**config.mk**
```make
export PLATFORM = sky130hd
export DESIGN_NAME = imem_loader
export DESIGN_NICKNAME = d
export VERILOG_FILES = /design/src/rtl/imem_loader.sv
export SDC_FILE = /design/constraint.sdc
export NUM_CORES = 1
export LEC_CHECK = 0
export CORE_ASPECT_RATIO = 0.5
export CORE_MARGIN = 2
export CORE_UTILIZATION = 50
export CTS_BUF_LIST = sky130_fd_sc_hd__clkbuf_4 sky130_fd_sc_hd__clkbuf_8 sky130_fd_sc_hd__clkbuf_16
export CTS_CLUSTER_DIAMETER = 120
export DETAILED_ROUTE_END_ITERATION = 7
export DONT_BUFFER_PORTS = 1
export GPL_ROUTABILITY_DRIVEN = 0
export GPL_TIMING_DRIVEN = 1
export PLACE_DENSITY = 0.75
export SETUP_SLACK_MARGIN = 0.4
export SLEW_MARGIN = 15
export SYNTH_ARGS = -nofsm -noshare
export SYNTH_HDL_FRONTEND = slang
export SYNTH_SLANG_ARGS = --single-unit
export TNS_END_PERCENT = 50
```
**constraint.sdc**
```tcl
create_clock -name clk_i -period 2.2 [get_ports clk_i]
set_clock_uncertainty 0.1 [all_clocks]
set_input_delay 0.44 -clock clk_i [delete_from_list [all_inputs] [get_ports clk_i]]
set_output_delay 0.44 -clock clk_i [all_outputs]
set_load 0.05 [all_outputs]
```
**src/rtl/imem_loader.sv**
```systemverilog
// imem_loader: assembles a little-endian byte stream into 32-bit words and writes them to instruction memory.
module imem_loader #(
  parameter int MEM_SIZE = 1024
) (
  input  logic        clk_i,
  input  logic        rst_ni,
  input  logic        start_i,
  input  logic [31:0] word_count_i,
  input  logic        byte_valid_i,
  input  logic [7:0]  byte_i,
  output logic        byte_ready_o,
  output logic        mem_we_o,
  output logic [31:0] mem_addr_o,
  output logic [31:0] mem_wdata_o,
  output logic        busy_o,
  output logic        done_o,
  output logic        error_o,
  output logic        cpu_hold_o
);
  localparam int IW = $clog2(MEM_SIZE);
  localparam logic [2:0] S_IDLE  = 3'd0;
  localparam logic [2:0] S_RECV  = 3'd1;
  localparam logic [2:0] S_WRITE = 3'd2;
  localparam logic [2:0] S_DONE  = 3'd3;
  localparam logic [2:0] S_ERR   = 3'd4;
  logic [2:0]    r_state;
  logic [IW:0]   r_count;
  logic [IW-1:0] r_word_idx;
  logic [1:0]    r_byte_idx;
  logic [23:0]   r_word;
  logic [31:0]   r_addr;
  logic [31:0]   r_wdata;
  logic          w_last;
  assign w_last       = {1'b0, r_word_idx} == r_count - 1'b1;
  assign byte_ready_o = r_state == S_RECV;
  assign mem_we_o     = r_state == S_WRITE;
  assign busy_o       = r_state == S_RECV || r_state == S_WRITE;
  assign done_o       = r_state == S_DONE;
  assign error_o      = r_state == S_ERR;
  assign cpu_hold_o   = r_state != S_DONE;
  assign mem_addr_o   = r_addr;
  assign mem_wdata_o  = r_wdata;
  always_ff @(posedge clk_i or negedge rst_ni) begin
    if (!rst_ni) begin
      r_state    <= S_IDLE;
      r_count    <= '0;
      r_word_idx <= '0;
      r_byte_idx <= '0;
      r_word     <= '0;
      r_addr     <= '0;
      r_wdata    <= '0;
    end else begin
      case (r_state)
        S_IDLE, S_DONE, S_ERR: begin
          if (start_i) begin
            if (word_count_i == 32'd0) r_state <= S_DONE;
            else if (word_count_i > 32'(MEM_SIZE)) r_state <= S_ERR;
            else begin
              r_count    <= word_count_i[IW:0];
              r_word_idx <= '0;
              r_byte_idx <= '0;
              r_state    <= S_RECV;
            end
          end
        end
        S_RECV: begin
          if (byte_valid_i) begin
            // bytes shift in from the top so byte 0 ends up in the low lane
            r_word     <= {byte_i, r_word[23:8]};
            r_byte_idx <= r_byte_idx + 2'd1;
            if (r_byte_idx == 2'd3) begin
              r_addr  <= {{(32-IW){1'b0}}, r_word_idx};
              r_wdata <= {byte_i, r_word};
              r_state <= S_WRITE;
            end
          end
        end
        S_WRITE: begin
          if (w_last) r_state <= S_DONE;
          else begin
            r_word_idx <= r_word_idx + 1'b1;
            r_state    <= S_RECV;
          end
        end
        default: r_state <= S_IDLE;
      endcase
    end
  end
endmodule
```
* After elaboration in Yosys (flattened, before gate mapping)
Index checks and enable logic that the tools add are counted.
** Word-level totals
- Flip-flop bits (word level) :: 92
- Input bits :: 44
- Output and inout port bits :: 70
- Logic and storage cells :: 55
** Operators by class
- Add/sub/neg operators :: 3
- $lt $le $gt $ge :: 1
- Eq/ne operators :: 13
- Muxes and demuxes :: 17
- Bitwise gates (word level) :: 2
- Reductions and logical operators :: 12
** Operators with widths (count)
- two-way mux 10 bit :: 4
- > comparator 32 x 11 -> 1 bit, second input constant :: 1
- logical NOT 32 bit :: 1
- case mux 10 bit (2 select lines) :: 1
- two-way mux 3 bit :: 5
- equality test 10 x 11 -> 1 bit :: 1
- subtractor 11 x 1 -> 11 bit, second input constant :: 1
- adder 10 x 1 -> 10 bit, second input constant :: 1
- two-way mux 2 bit :: 5
- != test 2 bit, second input constant :: 5
- AND reduction 5 bit :: 2
- case mux 3 bit (3 select lines) :: 1
- equality test 3 x 2 -> 1 bit, second input constant :: 2
- AND reduction 3 bit :: 2
- case mux 2 bit (2 select lines) :: 1
- AND reduction 4 bit :: 1
- nonzero test 2 bit :: 2
- equality test 3 x 1 -> 1 bit, second input constant :: 1
- equality test 3 bit, second input constant :: 1
- logical NOT 3 bit :: 1
- != test 3 x 2 -> 1 bit, second input constant :: 1
- OR reduction 3 bit :: 1
- adder 2 x 1 -> 2 bit, second input constant :: 1
- equality test 2 bit, second input constant :: 1
- 4 further kinds :: 5

* Logic depth before layout (Yosys ltp)
Gate-level depths: netlist of the first run.
- Depth in word-level cells :: 5
- Mapped depth :: 9
- Depth with buffers taken out :: 8

* Worst setup path after synthesis of the first run
Ideal clock, no wire load.
- Path kind :: reg-to-reg
- Start point :: register r_state[0]
- End point :: register r_addr[2] (netlist: mem_addr_o[2])
- Library setup time :: 0.125 ns
- Data arrival time :: 2.415 ns
- Data required time :: 1.975 ns
- Setup slack :: -0.440 ns
- Stages on the path, launching flop included :: 9
- Buffers on the path :: 3
- Clock period less this slack :: 2.640 ns
- Path through :: dfrtp_1 clkbuf_1 nand2_1 nor2_1 and2_1 buf_2 nand2_1 buf_1 mux2_2
** On the way
- Longest elaborated chain between the ends :: 2
** Ends and longest elaborated chain
- start: declaration :: RTL line 26 : logic [2:0] r_state;
- start signal: assignment :: RTL line 45 : r_state <= S_IDLE;
- start signal: assignment :: RTL line 56 : if (word_count_i == 32'd0) r_state <= S_DONE;
- start signal: assignment :: RTL line 57 : else if (word_count_i > 32'(MEM_SIZE)) r_state <= S_ERR;
- equality test 3 x 1 -> 1 bit
- named net byte_ready_o :: RTL line 11 : output logic byte_ready_o,
- AND reduction 3 bit (no source line)
- end signal: assignment :: RTL line 72 : r_addr <= {{(32-IW){1'b0}}, r_word_idx};
- end: declaration :: RTL line 31 : logic [31:0] r_addr;
The timed path passes the listed nets, and every way through them passes these cells.
A chain may end at the register's enable or synchronous reset.

* Worst setup path after layout of the first run
- Start point :: register r_count[6]
- End point :: register r_word_idx[4]
** On the way
- Longest elaborated chain between the ends :: 4
** Ends and longest elaborated chain
- start: declaration :: RTL line 27 : logic [IW:0] r_count;
- start signal: assignment :: RTL line 59 : r_count <= word_count_i[IW:0];
- subtractor 11 x 1 -> 11 bit :: RTL line 34 : assign w_last = {1'b0, r_word_idx} == r_count - 1'b1;
- equality test 10 x 11 -> 1 bit :: RTL line 34
- != test 2 bit (no source line)
- AND reduction 5 bit (no source line)
- end signal: assignment :: RTL line 81 : r_word_idx <= r_word_idx + 1'b1;
- end: declaration :: RTL line 28 : logic [IW-1:0] r_word_idx;
Every way passes these cells.

==> metrics.log, run 1 <==
INFO  metric layout_min_cycle_time = between 2 and 2.5 ns
INFO  metric grt_max_degree = between 90 and 100
INFO  metric timing.critical_path.buf_inv = 1
INFO  metric max-clock-path-buffers = 2
INFO  metric synth-seq-cells = 92
INFO  metric fraction_of_the_cycle_the_final_worst_path_needs = 106.5%
INFO  metric syn_warnings = 0
INFO  metric cp-end-kind = register
INFO  metric seq_area_frac_synth = just over 50%
INFO  metric grt_overflow = 0
INFO  metric r2r.worst_path.cells = 7
INFO  metric numCtsBuffers = 9
INFO  metric timing.critical_path.required = ~2.4 ns
INFO  metric cts_tree = done
INFO  metric cts_root_buffer = clkbuf_16
INFO  metric critical_path_startpoint_category = register
INFO  metric leakagePower = ~0.0027 uW
INFO  metric dr_total_vias = 3,354
INFO  metric hpwlAfterDp = 6.425 mm
INFO  metric peakVddDrop = roughly 0.52 mV
INFO  metric drt_iter0_markers = around 230
INFO  metric fin_nets = between 500 and 600
INFO  metric area_growth = 23.10%
INFO  metric worst-path-max-fanout = 6
INFO  metric power.density = between 700 and 800 nW/um^2
INFO  metric die_area = 9958 um^2
INFO  metric antenna_cells = 0
INFO  metric drtAntennaViolNets = 0
INFO  metric postSynthAreaPerCell = 10.87 um^2
INFO  metric drv_slew = 0
INFO  metric vias_in_the_first_global_route = roughly 3,200
INFO  metric synth-edff-count = 0
INFO  metric path_delay_family = simple AND/OR/NAND/NOR gates
INFO  metric post-route-worst-setup-slack = -0.1440 ns
INFO  metric io_pins = 114
INFO  metric layout-drive-gt1-share = a little over a third
INFO  metric grt_setup_unrepaired = true
INFO  metric worst_r2r_startpoint = r_count[6]
INFO  metric finalHoldWorstSlack = -0.3156 ns
INFO  metric hold_path_class = input port to async pin
INFO  metric critPathLaunch = r_count[6]
INFO  metric swShare = between 20% and 30%
INFO  metric violations_in_the_final_reports = hold timing, setup timing
INFO  metric critical_path.max_stage_delay = around 0.50 ns
INFO  metric finalWirelength = 10.71 mm
INFO  metric rrSetupSlack = -0.14 ns
INFO  metric hold_violations = 92
INFO  metric path_class = register to register
INFO  metric slew_at_the_pin_closest_to_its_max_slew_limit = ~0.5 ns
INFO  metric row_count = 24
INFO  metric drt-wirelength-per-cell = 18.34 um
INFO  metric die_h = a little over 70 um
INFO  metric critPathArrivalTime = ~2.5 ns
INFO  metric tritoncts_num_sinks = 92
INFO  metric slowest_stage = nor4_1
INFO  metric placement.io_buffers = 0
INFO  metric chipWidth = ~140 um
INFO  metric max_freq = between 400 and 500 MHz
INFO  metric syn-cell-area = 4566 um^2
INFO  metric ys.flop_type = dfrtp_1
INFO  metric total_switching_power = about 1100 uW
INFO  metric setup-tns-final = -1.313 ns
INFO  metric sequential_group_share_of_total_power = 44.5%
INFO  metric groute.usage.overall = between 20% and 30%
INFO  metric core-area = 8798 um^2
INFO  metric combinationalPowerShare = 14.9%
INFO  metric outcome = finished with violations
INFO  metric yosysUniqueCellTypes = 62
INFO  metric ctsHtreeMaxLevel = 3
INFO  metric regToRegEndpoint = r_word_idx[4]
INFO  metric syn-instance-count = 420
INFO  metric detailedRoute.firstPassIterationCount = 4
INFO  metric proportion_of_synthesized_flip_flops_having_asynchronous_set_or_reset = 100.0%
INFO  metric antenna_found_initial = 0
INFO  metric grt_pass1_wl = between 15 and 20 mm
INFO  metric dr_drc_count = 0
INFO  metric route.detailed.vias_per_inst = between 5 and 6
INFO  metric max-slew-margin-rel = between 60% and 70%
INFO  metric cell_int_power = between 3000 and 4000 uW
INFO  metric clkSlewWorstSetupHoldPaths = roughly 0.070 ns
INFO  metric worst_skew_pair.late_latency = ~0.34 ns
INFO  metric worstPathCellList = nor4_1, nand3_1, a22oi_2, and4_4, a22oi_4, clkbuf_16, o211ai_1
INFO  metric timing.final.setup_violations = 11
INFO  metric cap_viol_max_count = 0
INFO  metric critical_path.endpoint = r_word_idx[4]
INFO  metric worst-path-stages = 7
INFO  metric initial_utilization = approximately half
INFO  metric part_of_the_total_power_dissipated_in_the_clock_network = ~41%
## cell usage in the layout (no fill, tap or decap), types with 9 or more instances in the layout
| master | synthesis | layout |
|---|---|---|
| mux2_2 | 52 | 43 |
| inv_1 | 18 | 13 |
| clkbuf_16 | 0 | 10 |
| mux2_4 | 0 | 10 |
| buf_6 | 4 | 9 |
| conb_1 | 1 | 22 |
| buf_4 | 24 | 35 |
| dfrtp_1 | 92 | 91 |
| nand3_1 | 13 | 10 |
| nand2_1 | 84 | 82 |
## power groups by stage
stage               sequential (uW)  clock (uW)  combinational [uW]
finish                         1840        1680                 618
global route                   1850        1770                 666
CTS                            1840        1710                 561
detailed placement             1870           0                 534
global placement               1870           0                 523
floorplan                      1840           0                 445
## cells in the mapped netlist, drive strengths merged, types with 2 or more instances
| cell type | number | area [um^2] |
|---|---|---|
| a2111oi | 2 | 42.54 |
| a21oi | 7 | 35.03 |
| a22oi | 2 | 28.78 |
| a31oi | 2 | 12.51 |
| buf | 34 | 250.2 |
| clkbuf | 7 | 27.52 |
| dfrtp | 92 | 2302 |
| ha | 3 | 37.54 |
| inv | 18 | 67.56 |
| mux2 | 53 | 596.8 |
| mux2i | 2 | 20.02 |
| nand2 | 85 | 321.6 |
| nand3 | 13 | 65.06 |
| nand4 | 5 | 31.28 |
| nand4b | 2 | 32.53 |
| nor2 | 6 | 22.52 |
| nor3 | 10 | 55.05 |
| nor4 | 9 | 83.83 |
| o2111ai | 2 | 17.52 |
| o211ai | 4 | 30.03 |
| o21ai | 15 | 75.07 |
| o221ai | 4 | 35.03 |
| o22ai | 2 | 12.51 |
| o31ai | 4 | 30.03 |
| or3 | 5 | 36.28 |
| or4 | 2 | 18.77 |
| xnor2 | 6 | 52.55 |
| xor2 | 5 | 43.79 |
## cell families after synthesis
logic type	share of synthesized area, %
and+or+nand+nor	16.33
AOI/OAI and AO/OA	9.153
DFF	50.42
other	0.08214
muxes	13.51
xor gates and xnor gates	2.110
buffers and inverters	7.563
adders and majority gates	0.8222
## routing by layer
metal / up-vias / global-route usage (%) / wire (um)
met5: - / 0 / 0
met4: 0 / 6.958 / 206
met3: 20 / 6.885 / 647
met2: 123 / 34.70 / 5423
met1: 1698 / 26.84 / 4432
li1: 1513 / - / -
## registers in the layout (all words and copies together) (netlist names)
| register | count |
|---|---|
| mem_addr_o | 10 |
| mem_wdata_o | 32 |
| r_byte_idx | 2 |
| r_count | 11 |
| r_state | 3 |
| r_word | 24 |
| r_word_idx | 10 |
## how the worst min path moves through the flow
stage | start | to
3_3_place_gp | rst_ni | mem_wdata_o[11]
4_1_cts | rst_ni | mem_wdata_o[11]
3_5_place_dp | rst_ni | mem_wdata_o[11]
2_1_floorplan | rst_ni | mem_addr_o[0]
6_report | rst_ni | mem_wdata_o[11]
5_1_grt | rst_ni | mem_wdata_o[11]
## stage by stage
step	power (uW)	setup WS, ns	util [%]	instances	cell area, um^2
final	4142	-0.1440	63.88	584	5620
after global placement	2392	-0.1490	55.20	550	4857
after floorplan	2290	-0.04870	-	441	4793
after CTS	4110	-0.1264	62.07	577	5461
after global routing	4295	-0.2560	63.88	584	5620
after detailed placement	2404	-0.2821	55.20	550	4857
## cell type report
cell class	instances	area, um^2
tap	117	146.4
timing repair buffer	50	479.2
multi-input combinational	291	2281
clock inverter	7	98.84
sequential	92	2303
fill	648	3178
clock buffer	9	225.2
inverter	18	86.33
## timing repair
action / in CTS / in global routing
gates resized for setup: 47 / 19
endpoints found under the setup margin: 71 / 34
gates cloned: 1 / 1
endpoints found under the hold margin: 92 / 92
buffers inserted: 10 / 6
pin swaps: 18 / 20
(Power assumes the default switching activity.)
==> inputs of run 2 (changes only) <==
Settings changed: CORE_ASPECT_RATIO 0.5 to 1.5, PLACE_DENSITY 0.75 to 0.68.
==> run 2 against run 1 <==
The run still ends with hold timing, setup timing left; cell area is 0.82% higher; sequential share of layout area decreased by 0.36 points; non-clock buffer count is the same.
==> metrics.log, run 2 (synthesis results as in run 1) <==
INFO  metric outcome = finished with violations
INFO  metric violations_in_the_final_reports = hold timing, setup timing
INFO  metric timing.critical_path.required = between 2 and 2.5 ns
INFO  metric layout-drive-gt1-share = between 30 and 40%
INFO  metric critPathArrivalTime = 2.71 ns
INFO  metric timing.final.setup_violations = 11
INFO  metric clkSlewWorstSetupHoldPaths = about 0.07 ns
INFO  metric power.density = 756.9 nW/um^2
INFO  metric numCtsBuffers = 9
INFO  metric chipWidth = between 80 and 90 um
INFO  metric final_cells = between 500 and 600
INFO  metric peakVddDrop = about 0.52 mV
INFO  metric path_class = register to register
INFO  metric cp-end-kind = register
INFO  metric drtAntennaViolNets = 0
INFO  metric antenna_cells = 0
INFO  metric largest_register_ff_count = 32
INFO  metric critical_path.max_stage_delay = ~0.46 ns
INFO  metric critical_path_startpoint_category = register
INFO  metric vias_in_the_first_global_route = between 3,000 and 4,000
INFO  metric tritoncts_num_sinks = 92
INFO  metric cts_root_buffer = clkbuf_16
INFO  metric fillers = 668
INFO  metric finalWirelength = between 10 and 15 mm
INFO  metric hold_path_class = input port to async pin
INFO  metric die_h = between 100 and 150 um
INFO  metric worst_skew_pair.late_latency = ~0.35 ns
INFO  metric finalHoldWorstSlack = -0.3170 ns
INFO  metric ctsHtreeMaxLevel = 3
INFO  metric cap_viol_max_count = 0
INFO  metric drv_slew = 0
INFO  metric grt_setup_unrepaired = true
INFO  metric die_area = roughly 9900 um^2
INFO  metric place_worst_setup_slack = -0.2475 ns
INFO  metric worstPathCellList = or3_4, o31ai_1, a31oi_1, buf_4, nor3_4, a22oi_4, clkbuf_16, o211ai_1
INFO  metric max-clock-path-buffers = 2
INFO  metric cts_tree = done
INFO  metric layout_commonest_cell = dfrtp_1
INFO  metric worst-path-max-fanout = 8
INFO  metric route.detailed.vias_per_inst = between 5 and 6
INFO  metric post-route-worst-setup-slack = -0.3549 ns
INFO  metric mostFrequentLayoutCells = dfrtp_1 (92), nand2_1 (82), mux2_2 (49), buf_4 (34), conb_1 (22)
INFO  metric area_growth = 24.12%
INFO  metric hpwlAfterDp = around 7 mm
INFO  metric grt_pass1_wl = roughly 17 mm
INFO  metric numPlacedInstances = 546
INFO  metric layout_min_cycle_time = roughly 2.6 ns
INFO  metric drt_iter0_markers = ~170
INFO  metric initial_utilization = about half
INFO  metric leakagePower = approximately 0.0028 uW
INFO  metric placement.io_buffers = 0
INFO  metric drt-wirelength-per-cell = a little under 20 um
INFO  metric core-area = between 8000 and 9000 um^2
INFO  metric detailedRoute.firstPassIterationCount = 5
INFO  metric grt_overflow = 0
INFO  metric fraction_of_the_cycle_the_final_worst_path_needs = 116.1%
INFO  metric antenna_found_initial = 0
INFO  metric slew_at_the_pin_closest_to_its_max_slew_limit = 0.6058 ns
INFO  metric dr_drc_count = 0
INFO  metric row_count = 42
INFO  metric fin_nets = slightly above 500
INFO  metric max-slew-margin-rel = 59.46%
INFO  metric setup-tns-final = -3.280 ns
INFO  metric max_freq = approximately 400 MHz
INFO  metric dr_total_vias = between 3,000 and 4,000
INFO  metric hold_violations = 92
INFO  metric r2r.worst_path.cells = 8
INFO  metric grt_max_degree = a little over 90
INFO  metric io_pins = 114
INFO  metric slowest_stage = or3_4
INFO  metric groute.usage.overall = a little under a quarter
==> run 2: cell count changes in the layout (fill, tap and decap cells not counted), moves of 2 or more <==
| cell | before | now |
|---|---|---|
| o221ai_2 | 0 | 4 |
| xnor2_2 | 1 | 3 |
| o21ai_0 | 7 | 9 |
| o221ai_1 | 4 | 0 |
| mux2_2 | 43 | 49 |
| clkinv_2 | 2 | 0 |
| mux2_4 | 10 | 4 |
| xnor2_1 | 5 | 3 |
==> run 2: routing by layer <==
layer	vias up	share of wire, %	GRT usage, %
li1	1517	-	-
met1	1694	36	25.58
met2	111	54	39.43
met3	37	5.4	6.324
met4	0	4.7	11.15
met5	-	0	0
==> run 2: critical path, delay by kind of cell, from the launching register on <==
| family | cells | cell delay (ns) |
|---|---|---|
| DFF | 1 | 0.40 |
| and+or+nand+nor | 2 | 0.69 |
| buffers and inverters | 2 | 0.39 |
| AOI/OAI and AO/OA | 4 | 0.88 |
==> run 2: metrics by stage <==
step           area, um^2  total power [uW]  utilization (%)
5_1_grt              5667              4443            64.19
6_report             5667              4289            64.19
2_1_floorplan        4793              2290                -
4_1_cts              5425              4241            61.45
3_3_place_gp         4876              2393            55.23
3_5_place_dp         4876              2412            55.23
==> run 2: power breakdown <==
part           leakage, uW  internal [uW]  switching [uW]
Clock             0.000173           1140             670
Sequential         0.00124           1760            97.2
Combinational      0.00134            237             391
==> run 2: timing repair <==
action                                  4_1_cts  5_1_grt
pin swaps                                     5       18
gates cloned                                  2        2
endpoints found under the setup margin       71       30
hold endpoints to repair                     92       92
resized for setup                            27       30
buffers inserted                              5        7
==> run 2: final cells by class <==
| type | count | area, um^2 | area share (%) |
|---|---|---|---|
| clock buffers | 10 | 232.7 | 4.107 |
| repair buffers | 50 | 495.5 | 8.744 |
| clock inverters | 6 | 118.9 | 2.098 |
| flip-flops and latches | 92 | 2302 | 40.63 |
| well taps | 110 | 137.6 | 2.429 |
| inverters | 18 | 83.83 | 1.479 |
| multi-input cells | 292 | 2296 | 40.52 |
==> run 2: worst paths after layout <==
kind,endpoint,slack [ns],start
worst max-delay path,r_word_idx[2],-0.35,r_count[0]
worst min-delay path,r_word_idx[9],-0.32,rst_ni
worst max register to register,r_word_idx[2],-0.35,r_count[0]
worst min register to register,r_word[0],0.37,r_word[0]
max in group asynchronous,r_count[3],2.18,rst_ni
min in group clk_i,r_word[20],0.09,byte_i[4]
